[src/rtl/fire_pkg.sv]
// ============================================================================
// Module      : fire_pkg
// Description : Shared types and constants for the fire pulser block.
// Revision    : 1.0 - initial release
// ============================================================================
`default_nettype none

package fire_pkg;

    typedef enum logic [1:0] {
        ST_IDLE = 2'd0,
        ST_FIRE = 2'd1,
        ST_DEAD = 2'd2
    } state_t;

    localparam int c_DEAD_PRESCALE = 4;
    localparam int c_CNT_W         = 16;

    // Event counters stick at all-ones instead of wrapping.
    function automatic logic [c_CNT_W-1:0] sat_inc(input logic [c_CNT_W-1:0] v);
        return (v == {c_CNT_W{1'b1}}) ? v : v + c_CNT_W'(1);
    endfunction

endpackage

`default_nettype wire

[src/rtl/trig_sync.sv]
// ============================================================================
// Module      : trig_sync
// Description : Two-flop synchronizer plus registered rising-edge detector.
// Revision    : 1.0 - initial release
// ============================================================================
`default_nettype none

module trig_sync #(
    parameter int NCH = 8
) (
    input  logic           clk,
    input  logic           rst_n,
    input  logic [NCH-1:0] trig_in,
    output logic [NCH-1:0] edge_det
);

    logic [NCH-1:0] r_sync1;
    logic [NCH-1:0] r_sync2;
    logic [NCH-1:0] r_prev;
    logic [NCH-1:0] r_edge;

    // Ones at reset: an input already high when reset lifts is not an edge.
    always_ff @(posedge clk) begin
        if (!rst_n) begin
            r_sync1 <= '1;
            r_sync2 <= '1;
            r_prev  <= '1;
            r_edge  <= '0;
        end else begin
            r_sync1 <= trig_in;
            r_sync2 <= r_sync1;
            r_prev  <= r_sync2;
            r_edge  <= r_sync2 & ~r_prev;
        end
    end

    assign edge_det = r_edge;

endmodule

`default_nettype wire

[src/rtl/fire_pulser.sv]
// ============================================================================
// Module      : fire_pulser
// Description : Trigger-to-fire pulser with programmable width and dead time.
// Revision    : 1.0 - initial release
// ============================================================================
`default_nettype none

module fire_pulser
    import fire_pkg::*;
#(
    parameter int NCH           = 8,
    parameter int DEAD_PRESCALE = c_DEAD_PRESCALE
) (
    input  logic               clk,
    input  logic               rst_n,
    input  logic [NCH-1:0]     trig_in,
    input  logic               enable,
    input  logic [7:0]         firingticks,
    input  logic [7:0]         deadticks,
    input  logic               clr_counts,
    output logic [NCH-1:0]     fire_out,
    output logic               busy,
    output logic [c_CNT_W-1:0] fire_count,
    output logic [c_CNT_W-1:0] missed_count
);

    // Tick counter must hold both a fire width (8 bits) and 255*prescale.
    localparam int c_DEAD_MAX = 255 * DEAD_PRESCALE;
    localparam int c_TW       = ($clog2(c_DEAD_MAX + 1) > 8) ? $clog2(c_DEAD_MAX + 1) : 8;
    localparam logic [c_TW-1:0] c_PRESCALE = c_TW'(DEAD_PRESCALE);

    logic [NCH-1:0]     w_edge;
    logic               w_any_edge;

    state_t             r_state;
    state_t             w_state_nxt;
    logic [c_TW-1:0]    r_tick;
    logic [c_TW-1:0]    w_tick_nxt;
    logic [7:0]         r_dead_lat;
    logic [7:0]         w_dead_nxt;
    logic [NCH-1:0]     r_pattern;
    logic [NCH-1:0]     w_pattern_nxt;
    logic               w_accept;
    logic               w_miss;

    logic [NCH-1:0]     r_fire_out;
    logic               r_busy;
    logic [c_CNT_W-1:0] r_fire_count;
    logic [c_CNT_W-1:0] r_missed_count;

    trig_sync #(
        .NCH (NCH)
    ) u_trig_sync (
        .clk      (clk),
        .rst_n    (rst_n),
        .trig_in  (trig_in),
        .edge_det (w_edge)
    );

    assign w_any_edge = |w_edge;

    always_comb begin
        w_state_nxt   = r_state;
        w_tick_nxt    = r_tick;
        w_dead_nxt    = r_dead_lat;
        w_pattern_nxt = r_pattern;
        w_accept      = 1'b0;
        w_miss        = 1'b0;

        unique case (r_state)
            ST_IDLE: begin
                if (w_any_edge) begin
                    if (enable) begin
                        w_accept      = 1'b1;
                        w_state_nxt   = ST_FIRE;
                        w_pattern_nxt = w_edge;
                        w_dead_nxt    = deadticks;
                        // A zero width still yields a single-cycle pulse.
                        w_tick_nxt    = (firingticks == 8'd0) ? '0
                                                              : c_TW'(firingticks - 8'd1);
                    end else begin
                        w_miss = 1'b1;
                    end
                end
            end
            ST_FIRE: begin
                w_miss = w_any_edge;
                if (r_tick == '0) begin
                    if (r_dead_lat != 8'd0) begin
                        w_state_nxt = ST_DEAD;
                        w_tick_nxt  = c_TW'(r_dead_lat) * c_PRESCALE - c_TW'(1);
                    end else begin
                        w_state_nxt = ST_IDLE;
                    end
                end else begin
                    w_tick_nxt = r_tick - c_TW'(1);
                end
            end
            ST_DEAD: begin
                w_miss = w_any_edge;
                if (r_tick == '0) begin
                    w_state_nxt = ST_IDLE;
                end else begin
                    w_tick_nxt = r_tick - c_TW'(1);
                end
            end
            default: begin
                w_state_nxt = ST_IDLE;
            end
        endcase
    end

    always_ff @(posedge clk) begin
        if (!rst_n) begin
            r_state        <= ST_IDLE;
            r_tick         <= '0;
            r_dead_lat     <= '0;
            r_pattern      <= '0;
            r_fire_out     <= '0;
            r_busy         <= 1'b0;
            r_fire_count   <= '0;
            r_missed_count <= '0;
        end else begin
            r_state    <= w_state_nxt;
            r_tick     <= w_tick_nxt;
            r_dead_lat <= w_dead_nxt;
            r_pattern  <= w_pattern_nxt;
            r_fire_out <= (w_state_nxt == ST_FIRE) ? w_pattern_nxt : '0;
            r_busy     <= (w_state_nxt != ST_IDLE);
            if (clr_counts) begin
                r_fire_count   <= '0;
                r_missed_count <= '0;
            end else begin
                if (w_accept) begin
                    r_fire_count <= sat_inc(r_fire_count);
                end
                if (w_miss) begin
                    r_missed_count <= sat_inc(r_missed_count);
                end
            end
        end
    end

    assign fire_out     = r_fire_out;
    assign busy         = r_busy;
    assign fire_count   = r_fire_count;
    assign missed_count = r_missed_count;

endmodule

`default_nettype wire

[config.mk]
export PLATFORM = sky130hd
export DESIGN_NAME = fire_pulser
export DESIGN_NICKNAME = d
export VERILOG_FILES = /design/src/rtl/fire_pkg.sv /design/src/rtl/trig_sync.sv /design/src/rtl/fire_pulser.sv
export SDC_FILE = /design/constraint.sdc
export NUM_CORES = 1
export LEC_CHECK = 0
export ABC_AREA = 1
export BUFFER_PORTS_ARGS = -buffer_cell sky130_fd_sc_hd__buf_2
export CAP_MARGIN = 20
export CELL_PAD_IN_SITES_DETAIL_PLACEMENT = 0
export CELL_PAD_IN_SITES_GLOBAL_PLACEMENT = 1
export CORE_ASPECT_RATIO = 2
export CORE_MARGIN = 8
export CORE_UTILIZATION = 40
export DETAILED_ROUTE_END_ITERATION = 12
export PLACE_DENSITY = 0.76
export SLEW_MARGIN = 20
export SYNTH_ARGS = -nofsm -noshare
export SYNTH_HDL_FRONTEND = slang
export SYNTH_SLANG_ARGS = --single-unit
[constraint.sdc]
create_clock -name clk -period 2.4 [get_ports clk]
set_input_delay 0.48 -clock clk [delete_from_list [all_inputs] [get_ports clk]]
set_output_delay 0.48 -clock clk [all_outputs]
set_load 0.05 [all_outputs]
* Word-level counts from Yosys, hierarchy flattened
Index checks and enable logic that the tools add are counted.
** Cells by class
- Add/subtract/negate cells :: 5
- Multipliers :: 0
- Divide/modulo/power cells :: 0
- Order comparisons :: 0
- Equal/unequal tests :: 9
- Shifts and indexed selects :: 0
- Muxes and demuxes :: 22
- Bitwise operators :: 5
- Reductions and logical operators :: 14
** Operator list (count)
- 10-bit two-way mux :: 6
- 16-bit by 1-bit adder with 16-bit output (second input constant) :: 2
- 16-bit equality test (second input constant) :: 2
- 10-bit one-hot mux with 3 select lines :: 1
- 8-bit two-way mux :: 3
- 10-bit by 1-bit subtractor with 10-bit output (second input constant) :: 2
- 10-bit zero test :: 1
- 2-bit two-way mux :: 5
- 8-bit by 1-bit subtractor with 9-bit output (second input constant) :: 1
- 8-bit bitwise AND :: 1
- 8-bit zero test :: 1
- 8-bit inverter :: 1
- 8-bit nonzero test :: 1
- 8-bit OR reduction :: 1
- 2-bit inequality test (second input constant) :: 3
- 2-bit one-hot mux with 3 select lines :: 1
- 2-bit AND reduction :: 3
- 1-bit two-way mux :: 5
- 5-bit AND reduction :: 1
- 2-bit by 1-bit equality test with 1-bit output (second input constant) :: 2
- 2-bit OR reduction :: 2
- 3-bit inequality test (second input constant) :: 1
- 1-bit inverter :: 3
- 3-bit AND reduction :: 1
- other kinds (5) :: 5
** Word-level totals
- Flip-flop bits (word level) :: 101
- Latch bits :: 0
- Bits in writable memories :: 0
- Memory bits (read-only) :: 0
- Bits of input ports :: 28
- Output and inout port bits :: 41
- Word-level logic and storage cells :: 67
- Memories :: 0

* Logic depth before layout (Yosys ltp)
Gate-level depths: netlist (run 1).
- Word-level depth :: 6
- Gate-level depth with buffers :: 13

* Modules after synthesis
Synthesis (run 1) repeated with hierarchy kept, for this count alone.
** Second synthesis, totals
- Cells, all modules :: 640
- Area, all modules :: 4709.5 um2
** Modules (own cells, without submodules)
- fire_pulser :: instances 1, cells an instance 549, area each 3841.2 um2, seq. area each 1381.3 um2
- trig_sync :: instances 1, cells an instance 91, area each 868.3 um2, seq. area each 640.6 um2

* Worst setup path after synthesis (run 1)
Ideal clock, no wire load.
- Path type :: reg2reg
- Start :: register r_fire_count[0] (netlist: fire_count[0])
- End :: register r_fire_count[0] (netlist: fire_count[0])
- Arrival :: 1798 ps
- Required time :: 2252 ps
- Setup slack :: 454 ps
- Stages on the path, launching flop included :: 10
- Buffers on the path :: 1
- Period minus slack after synthesis :: 1946 ps
- Path through :: dfxtp_1 -> ha_1 -> inv_1 -> nor2_1 -> nand2_1 -> nor3_2 -> nor2_2 -> buf_4 -> o21ai_1 -> a21oi_1
** On the way
- Longest elaborated chain between the ends :: 3
- Elaborated cells between the ends (all ways) :: 4
** RTL lines
- start, declared :: RTL line fire_pulser.sv:48 : logic [c_CNT_W-1:0] r_fire_count;
- start signal, assigned :: RTL line fire_pulser.sv:135 : r_fire_count <= sat_inc(r_fire_count);
- parallel branches: the longest is 3 deep, another holds 16-bit by 1-bit adder with 16-bit output
Several ways; the timed one is not identified.
A chain may end at the register's enable or synchronous reset.

* Worst setup path in the final report (run 1)
- Start :: register r_state[0]
- End :: register r_missed_count[8] (netlist: missed_count[8])
** On the way
- Longest elaborated chain between the ends :: 4
- Elaborated cells between the ends (all ways) :: 6
** RTL lines
- start, declared :: RTL line fire_pulser.sv:35 : state_t r_state;
- start signal, assigned :: RTL line fire_pulser.sv:124 : r_state <= w_state_nxt;
- 2-bit equality test or 2-bit by 1-bit equality test with 1-bit output (tied branches) :: RTL line fire_pulser.sv:70 : unique case (r_state)
- 2-bit OR reduction (no line)
- 1-bit one-hot mux with 2 select lines (*) :: RTL line fire_pulser.sv:70
- 2-bit AND reduction (no line) (*)
- end signal, assigned :: RTL line fire_pulser.sv:138 : r_missed_count <= sat_inc(r_missed_count);
- end, declared :: RTL line fire_pulser.sv:49 : logic [c_CNT_W-1:0] r_missed_count;
Every way passes the cells marked *; elsewhere a longest branch is shown, timed or not.

==> run_results.csv, run 1 <==
group,metric,value,unit
drt,firstDrtPassIters,4,
status,status,"complete, no violations",
global_route,grt_max_degree,44,
timing,drv_slew,0,
drt,met3_length,370,microns
cells_and_area,final_cells,870,
critical_path,worstPathArrival,2.41,ns
timing,slew_headroom,0.546,
synth,syn_nets,688,
cells_and_area,design_area,5520,sq um
drt,route.vias.total,4199,
drt,drt_iter0_drc,169,
critical_path,cp-start-kind,"register",
synth,syn_area_per_cell,7.25,sq um
global_route,grt_use_total,0.151,
drt,drc_errors,0,
timing,rsz0062_at_grt,"false",
min_path,hp-class,"primary input to register",
timing,fmax,473,MHz
floorplanning,io_pins,69,
synth,syn-cell-area,4710,sq um
placement,place_congestion,0.834,
floorplanning,core_area,11600,sq um
critical_path,path_buf_inv,2,
global_route,overflow,0,
synth,yosysWarningCount,0,
floorplanning,die_w,92.7,microns
global_route,antenna_found_initial,0,
clock_network,clk_latency,0.35,ns
clock_network,cts-root-buf,"clkbuf_16",
drt,drt-met1-wl,4540,microns
critical_path,slowest_stage,"dfxtp_1",
critical_path,cp_max_fo,15,
floorplanning,die-area,15700,sq um
cells_and_area,diodes,0,
placement,io_buffers,68,
placement,post-dp-hpwl,9070,microns
synth,ys_types,38,
synth,ys_ff_latch,101,
timing,setup_violations,0,
clock_network,cts_buffer_depth,2,
critical_path,slowest_delay,0.42,ns
drt,wl_met2,6470,microns
synth,synth_most_common_cell,"nand2_1",
critical_path,worstPathCellList,"inv_1 -> ha_1 -> o21ai_0 -> nor2_1 -> nand2_2 -> clkinv_2 -> nand2_1 -> o21ai_0 -> nand2_1 -> nor2_1",
clock_network,cts.sinks,101,
synth,synth-main-ff-cell,"dfxtp_1",
critical_path,critPathTopFamily,"simple AND/OR/NAND/NOR gates",
cells_and_area,nFillCells,1234,
timing,min_period,2.11,ns
synth,synth_edf_count,0,
critical_path,required,2.69,ns
power_and_ir_drop,powerDensity,700,nW/um^2
timing,finalSetupTns,0,ns
timing,fin_crit_sh,0.881,
global_route,grt_first_pass_wirelength,18900,microns
clock_network,tritoncts,"built",
clock_network,cts_max_level,3,
synth,synth_commonest_cells,"nand2_1 (138), dfxtp_1 (101), nor2_1 (92), inv_1 (71), a21oi_1 (42)",
run,cap_violations,0,
power_and_ir_drop,total_power,3860,uW
synth,post-synth-top-area-cell,"dfxtp_1",
cells_and_area,drive_gt1_frac,0.175,
cells_and_area,finalNetCount,759,
synth,synth.top_cell.area_share,0.430,
drt,avgRoutedWirePerCell,13.3,microns
drt,highest_layer,"met4",
critical_path,path_class,"register to register",
drt,wirelength,11600,microns
power_and_ir_drop,leakagePower,0.00237,uW
synth,netlist_instances,649,
placement,placed_area,5190,sq um
timing,max_slew.worst_pin.slew,0.675,ns
clock_network,cts_buffers,9,
timing,skew,0.00970,ns
timing,hold_viol,0,
synth,synthArstFlopShare,0,
placement,post-place-cells,854,
synth,synthTopCellsByArea,"dfxtp_1 (43%), nand2_1 (11%), nor2_1 (7.3%), inv_1 (5.7%), a21oi_1 (4.5%)",
floorplanning,rows,56,
power_and_ir_drop,ir_worst_vdd,0.408,mV
drt,antenna_left,0,
drt,viasPerCell,4.83,
floorplanning,dieHeight,169,microns
cells_and_area,areaGrowthSynthToFinish,17.2,%
clock_network,clk_pin_slew,0.08,ns
critical_path,worstSetupEndpointType,"register",
global_route,grt_pass1_vias,4145,
synth,ys_seq_area_frac,0.430,
floorplanning,initial_core_util,0.405,
-- placed cells by master (no fill, tap or decap), types with 2 or more instances in the layout --
master and n:
nand2_1 138, dfxtp_1 101, nor2_1 92, inv_1 71, buf_2 68, a21oi_1 42, nand3_1 40, o21ai_0 36
nor3_1 19, or2_2 17, xor2_1 16, ha_1 11, clkbuf_16 9, xnor2_1 8, nand4_1 6, mux2i_1 6
buf_4 6, nor2_2 4, inv_2 4, o21ai_1 3, nand2_2 3, nor2_4 3, clkinv_8 3, inv_6 2
-- worst register-to-register path: cells and delay by family (launching register included) --
family,cells,cell delay [ns]
simple gates,5,0.66
flops,1,0.42
buf+inv,2,0.32
fa+ha+maj,1,0.38
compound gates,2,0.29
-- where the power goes --
group / switching, uW / leakage, uW / internal (uW) / total [uW]
clock: 751 / 0.000152 / 754 / 1500
combinational: 387 / 0.00139 / 203 / 590
sequential: 34.6 / 0.000821 / 1730 / 1770
-- cell type report --
class                      instances  area [sq um]  share of cell area
multi-input combinational        457          2320               0.421
inverter                          77           290              0.0526
timing repair buffer              74           385              0.0698
clock inverter                     7          91.3              0.0166
tap                              145           181              0.0329
clock buffer                       9           225              0.0408
sequential                       101          2020               0.366
-- worst paths after layout --
kind | from | end | slack, ns | depth (start not counted)
min | trig_in[2] | u_trig_sync.r_sync1[2] | 0.31 | 2
max | r_state[0] | missed_count[8] | 0.29 | 10
min reg2reg | u_trig_sync.r_prev[0] | u_trig_sync.edge_det[0] | 0.39 | 1
max reg2reg | r_state[0] | missed_count[8] | 0.29 | 10
-- layer usage --
metal,vias up,global-route usage
met2,64,0.296
met5,-,0
met1,1918,0.146
met3,12,0.0292
met4,0,0.0586
li1,2205,-
-- state kept, by name, indices dropped and copies added, names as in the netlist --
signal,count
fire_count,16
missed_count,16
r_tick,10
fire_out,8
r_dead_lat,8
r_pattern,8
u_trig_sync.edge_det,8
u_trig_sync.r_prev,8
u_trig_sync.r_sync1,8
u_trig_sync.r_sync2,8
r_state,2
busy,1
-- kinds of logic after synthesis --
logic type | share of synthesized area
compound gates | 0.0922
fa+ha+maj | 0.0292
mux | 0.0128
buf+inv | 0.0781
simple gates | 0.313
flops | 0.430
xor+xnor | 0.0447
-- timing repair --
item,CTS,global route
buffers inserted,0,0
hold buffers,0,0
gates resized for setup,0,2
endpoints found under the setup margin,0,2
-- per-stage QoR --
step,hold WS [ns],setup WS (ns),util
global placement,0.379,0.343,0.447
detailed placement,0.379,0.254,0.447
floorplan,0.374,0.454,-
CTS,0.296,0.230,0.474
finish,0.306,0.286,0.474
global route,0.299,0.0504,0.474
Note: power is estimated with default switching activity, not from simulation.
==> run 2: changes to the inputs <==
--- a/config.mk
+++ b/config.mk
@@ -6,7 +6,6 @@
 export NUM_CORES = 1
 export LEC_CHECK = 0
 export ABC_AREA = 1
-export BUFFER_PORTS_ARGS = -buffer_cell sky130_fd_sc_hd__buf_2
 export CAP_MARGIN = 20
 export CELL_PAD_IN_SITES_DETAIL_PLACEMENT = 0
 export CELL_PAD_IN_SITES_GLOBAL_PLACEMENT = 1
@@ -14,8 +13,10 @@
 export CORE_MARGIN = 8
 export CORE_UTILIZATION = 40
 export DETAILED_ROUTE_END_ITERATION = 12
-export PLACE_DENSITY = 0.76
+export DONT_BUFFER_PORTS = 1
+export PLACE_DENSITY = 0.69
 export SLEW_MARGIN = 20
 export SYNTH_ARGS = -nofsm -noshare
 export SYNTH_HDL_FRONTEND = slang
 export SYNTH_SLANG_ARGS = --single-unit
+export TNS_END_PERCENT = 100
==> run 2 against run 1 <==
  * Global-route usage increased by 0.79 points
  * Combinational power decreased by 5.9%
  * Final area shrank 2.2%
  * Flip-flop and latch count is the same
  * Sequential share of layout area increased by 0.82 points
  * Total power shrank 0.73%
  * Worst hold slack worse by 0.11 ns
  * Clock power about the same
  * Worst setup slack worse by 0.037 ns
  * Register-to-register slack got worse by 0.04 ns
==> run_results.csv, run 2 (synthesis gave the netlist of run 1 again) <==
group,metric,value,unit
drt,drc_errors,0,
min_path,hp-class,"primary input to register",
drt,route.vias.total,4075,
power_and_ir_drop,power_frac_seq,0.463,
floorplanning,initial_core_util,0.405,
placement,post-dp-hpwl,9350,microns
power_and_ir_drop,leakagePower,0.00220,uW
critical_path,cp-start-kind,"register",
drt,avgRoutedWirePerCell,14.5,microns
power_and_ir_drop,switching_share,0.304,
clock_network,cts_max_level,3,
clock_network,cts_hold_buf,0,
global_route,grt_first_pass_wirelength,19600,microns
cells_and_area,areaGrowthSynthToFinish,14.7,%
critical_path,worstPathArrival,2.44,ns
cells_and_area,drive_gt1_frac,0.130,
clock_network,cts.sinks,101,
floorplanning,dieHeight,169,microns
clock_network,ctsResizeCount,0,
floorplanning,die_w,92.7,microns
power_and_ir_drop,p_int,2670,uW
timing,rsz0062_at_grt,"false",
clock_network,cts-root-buf,"clkbuf_16",
timing,fmax,465,MHz
cells_and_area,mostFrequentLayoutCells,"nand2_1 (138), dfxtp_1 (101), nor2_1 (92)",
critical_path,required,2.69,ns
drt,drt_iter0_drc,174,
timing,finalSetupTns,0,ns
timing,hold_slack,0.200,ns
drt,antenna_left,0,
cells_and_area,nFillCells,1231,
global_route,grt_max_degree,44,
timing,hold_viol,0,
timing,min_period,2.15,ns
run,cap_violations,0,
clock_network,tritoncts,"built",
global_route,antenna_found_initial,2,
timing,finalWorstSetupSlack,0.249,ns
timing,setup_violations,0,
placement,post-place-cells,816,
cells_and_area,layout_commonest_cell,"nand2_1",
timing,skew,0.0116,ns
clock_network,cts_buffers,9,
critical_path,cp_max_fo,15,
drt,firstDrtPassIters,5,
global_route,grt_pass1_vias,4073,
clock_network,cts_buffer_depth,2,
power_and_ir_drop,clkPwrFrac,0.392,
cells_and_area,final_cells,833,
floorplanning,die-area,15700,sq um
drt,wirelength,12100,microns
placement,pre_cts_ws,0.221,ns
critical_path,worstSetupEndpointType,"register",
drt,viasPerCell,4.89,
power_and_ir_drop,ir_worst_vdd,0.420,mV
timing,fin_crit_sh,0.896,
global_route,grt_use_total,0.158,
timing,slew_headroom,0.454,
timing,drv_slew,0,
floorplanning,core_area,11600,sq um
floorplanning,rows,56,
power_and_ir_drop,comb_power_share,0.145,
clock_network,postCtsSetupBuffers,0,
cells_and_area,finalNetCount,721,
power_and_ir_drop,powerDensity,710,nW/um^2
placement,io_buffers,0,
global_route,overflow,0,
power_and_ir_drop,p_sw,1160,uW
clock_network,clk_pin_slew,0.08,ns
critical_path,path_class,"register to register",
power_and_ir_drop,total_power,3830,uW
status,status,"complete, no violations",
timing,max_slew.worst_pin.slew,0.819,ns
placement,place_congestion,0.858,
floorplanning,io_pins,69,
clock_network,clk_latency,0.35,ns
==> run 2: area by class of cell <==
type	instances	area, sq um	share of cell area
Clock buffer	9	225	0.0417
Sequential cell	101	2020	0.375
Tap cell	145	181	0.0336
Timing Repair Buffer	36	270	0.0501
Inverter	77	290	0.0538
Antenna cell	1	2.50	0.000464
Clock inverter	7	88.8	0.0165
Multi-Input combinational cell	457	2320	0.429
==> run 2: final timing paths <==
path / start / to / slack [ns] / cells past startpoint
worst max-delay path: r_state[0] / missed_count[8] / 0.25 / 10
worst min-delay path: rst_n / u_trig_sync.r_prev[4] / 0.20 / 1
worst max register to register: r_state[0] / missed_count[8] / 0.25 / 10
worst min register to register: u_trig_sync.r_prev[3] / u_trig_sync.edge_det[3] / 0.39 / 1
==> run 2: metal layers <==
metal  track usage  up-vias  share of wire
met5             0        -         0.0011
met2         0.309       70           0.56
met1         0.147     1861           0.37
met3        0.0479       15          0.053
li1              -     2127              -
met4        0.0586        2          0.014
==> run 2: critical path, stage by stage, from the launching register on <==
cell	delay (ns)
dfxtp_1	0.42
inv_1	0.10
ha_1	0.38
o21ai_0	0.11
nor2_1	0.20
nand2_2	0.19
clkinv_2	0.22
nand2_1	0.12
o21ai_0	0.20
nand2_1	0.07
nor2_1	0.09
==> run 2: metrics by stage <==
stage	utilization	area, sq um
after floorplan	-	4710
after global placement	0.437	5080
after detailed placement	0.437	5080
after CTS	0.464	5390
after global routing	0.464	5400
final	0.464	5400
==> run 2: power groups by stage <==
stage	sequential (uW)	combinational (uW)	clock, uW
2_1_floorplan	1810	444	0
3_3_place_gp	1810	551	0
3_5_place_dp	1810	556	0
4_1_cts	1780	561	1540
5_1_grt	1780	631	1610
6_report	1780	555	1500
==> run 3: changes to the inputs <==
==> constraint.sdc (replaced) <==
create_clock -name clk -period 2.4 [get_ports clk]
set_input_delay 0.48 -clock clk [delete_from_list [all_inputs] [get_ports clk]]
set_output_delay 0.48 -clock clk [all_outputs]
set_load 0.02 [all_outputs]
==> run 3 against run 2 <==
  * Clock skew down 0.0043 ns
  * Wire length down 3.4%
  * Core utilization down 1.3 points
  * Clock power about the same
  * Critical path depth down 1
  * Final cell count down 2.5%
  * Fmax up 1.6%
  * Worst setup slack better by 0.035 ns
  * Flip-flop and latch count unchanged
  * Register-to-register slack better by 0.03 ns
==> run_results.csv, run 3 (synthesis gave the netlist of run 1 again) <==
group,metric,value,unit
status,status,"complete, no violations",
timing,slew_headroom,0.451,
clock_network,tritoncts,"built",
global_route,grt_pass1_vias,4106,
cells_and_area,nFillCells,1259,
drt,drc_errors,0,
min_path,hp-class,"primary input to register",
drt,firstDrtPassIters,4,
power_and_ir_drop,p_sw,1140,uW
power_and_ir_drop,comb_power_share,0.144,
drt,avgRoutedWirePerCell,14.4,microns
min_path,min_path_cells,1,
drt,route.vias.total,3974,
timing,rsz0062_at_grt,"false",
global_route,grt_use_total,0.155,
placement,post-dp-hpwl,9200,microns
clock_network,ctsResizeCount,0,
clock_network,cts_hold_buf,0,
timing,drv_slew,0,
clock_network,cts_max_level,3,
clock_network,cts.sinks,101,
critical_path,cp_max_fo,22,
cells_and_area,layout_commonest_cell,"nand2_1",
floorplanning,die-area,15700,sq um
critical_path,reg2regPathDepth,9,
cells_and_area,register_area,2020,sq um
power_and_ir_drop,leakagePower,0.00209,uW
timing,fmax,472,MHz
clock_network,clk_latency,0.35,ns
drt,antenna_left,0,
global_route,grt_max_degree,44,
floorplanning,die_w,92.7,microns
cells_and_area,mostFrequentLayoutCells,"nand2_1 (138), dfxtp_1 (101), nor2_1 (92)",
critical_path,slowest_stage,"nor2_2",
floorplanning,initial_core_util,0.405,
clock_network,cts-root-buf,"clkbuf_16",
critical_path,slowest_delay,0.63,ns
drt,viasPerCell,4.89,
timing,skew,0.00735,ns
power_and_ir_drop,power_frac_seq,0.465,
clock_network,cts_buffer_depth,2,
power_and_ir_drop,ir_worst_vdd,0.482,mV
timing,hold_viol,0,
critical_path,path_class,"register to register",
timing,fin_crit_sh,0.882,
power_and_ir_drop,p_int,2670,uW
critical_path,required,2.61,ns
run,cap_violations,0,
timing,hold_slack,0.202,ns
timing,max_slew.worst_pin.slew,0.823,ns
floorplanning,rows,56,
clock_network,cts_buffers,9,
placement,place_congestion,0.839,
cells_and_area,drive_gt1_frac,0.103,
timing,setup_violations,0,
timing,finalSetupTns,0,ns
floorplanning,io_pins,69,
cells_and_area,areaGrowthSynthToFinish,11.5,%
cells_and_area,diodes,0,
floorplanning,core_area,11600,sq um
critical_path,worstPathCellList,"inv_1 -> ha_1 -> inv_2 -> nor2_2 -> inv_1 -> nor2_2 -> inv_2 -> nand2_1 -> a21oi_1",
cells_and_area,multi_input_area,2320,sq um
drt,wirelength,11700,microns
global_route,overflow,0,
clock_network,postCtsSetupBuffers,0,
power_and_ir_drop,powerDensity,725,nW/um^2
critical_path,cp-start-kind,"register",
global_route,grt_first_pass_wirelength,19400,microns
placement,io_buffers,0,
global_route,antenna_found_initial,1,
critical_path,worstSetupEndpointType,"register",
cells_and_area,finalNetCount,701,
power_and_ir_drop,switching_share,0.299,
timing,min_period,2.12,ns
power_and_ir_drop,clkPwrFrac,0.391,
clock_network,clk_pin_slew,0.08,ns
floorplanning,dieHeight,169,microns
critical_path,worstPathArrival,2.32,ns
drt,drt_iter0_drc,119,
## run 3: cell count changes in the layout (fill, tap and decap cells not counted), sizes merged
cell,delta
inv,+1
diode,-1
buf,-20
clkinv,-1
## run 3: layer usage
metal / vias to the layer above / track usage / wire length (microns)
met5: - / 0 / 13
met1: 1779 / 0.135 / 4050
met4: 2 / 0.0734 / 380
met3: 28 / 0.0523 / 784
met2: 81 / 0.302 / 6440
li1: 2084 / - / -
## run 3: metrics by stage
stage / std cells / power [uW] / util / setup WS [ns] / area [sq um]
CTS: 812 / 3880 / 0.451 / 0.200 / 5240
global placement: 796 / 2350 / 0.424 / 0.346 / 4930
global route: 812 / 4020 / 0.451 / 0.000178 / 5250
finish: 812 / 3800 / 0.451 / 0.283 / 5250
detailed placement: 796 / 2360 / 0.424 / 0.218 / 4930
floorplan: 649 / 2250 / - / 0.696 / 4710
## run 3: final cells by class
cell class | count | area share
tap | 145 | 0.0346
sequential | 101 | 0.385
clock buffer | 9 | 0.0429
clock inverter | 7 | 0.0169
timing repair buffer | 16 | 0.0229
multi-input combinational | 457 | 0.442
inverter | 77 | 0.0556
## run 3: power groups by stage
| stage | Combinational (uW) | Sequential [uW] | Clock, uW |
|---|---|---|---|
| final | 548 | 1770 | 1490 |
| after global routing | 631 | 1780 | 1620 |
| after CTS | 554 | 1770 | 1550 |
| after detailed placement | 551 | 1810 | 0 |
| after global placement | 546 | 1810 | 0 |
| after floorplan | 444 | 1800 | 0 |
## run 3: critical path: cells and delay by family, from the launching register on
kind | cells | cell delay (ns)
flops | 1 | 0.35
buf+inv | 4 | 0.47
compound gates | 1 | 0.07
fa+ha+maj | 1 | 0.19
simple gates | 3 | 0.89
## run 3: worst paths after layout
check                                      startpoint                 endpoint  slack [ns]
worst max register to register             r_state[1]           fire_count[15]        0.28
worst min register to register  u_trig_sync.r_prev[0]  u_trig_sync.edge_det[0]        0.39
worst max-delay path                       r_state[1]           fire_count[15]        0.28
worst min-delay path                            rst_n    u_trig_sync.r_prev[2]        0.20
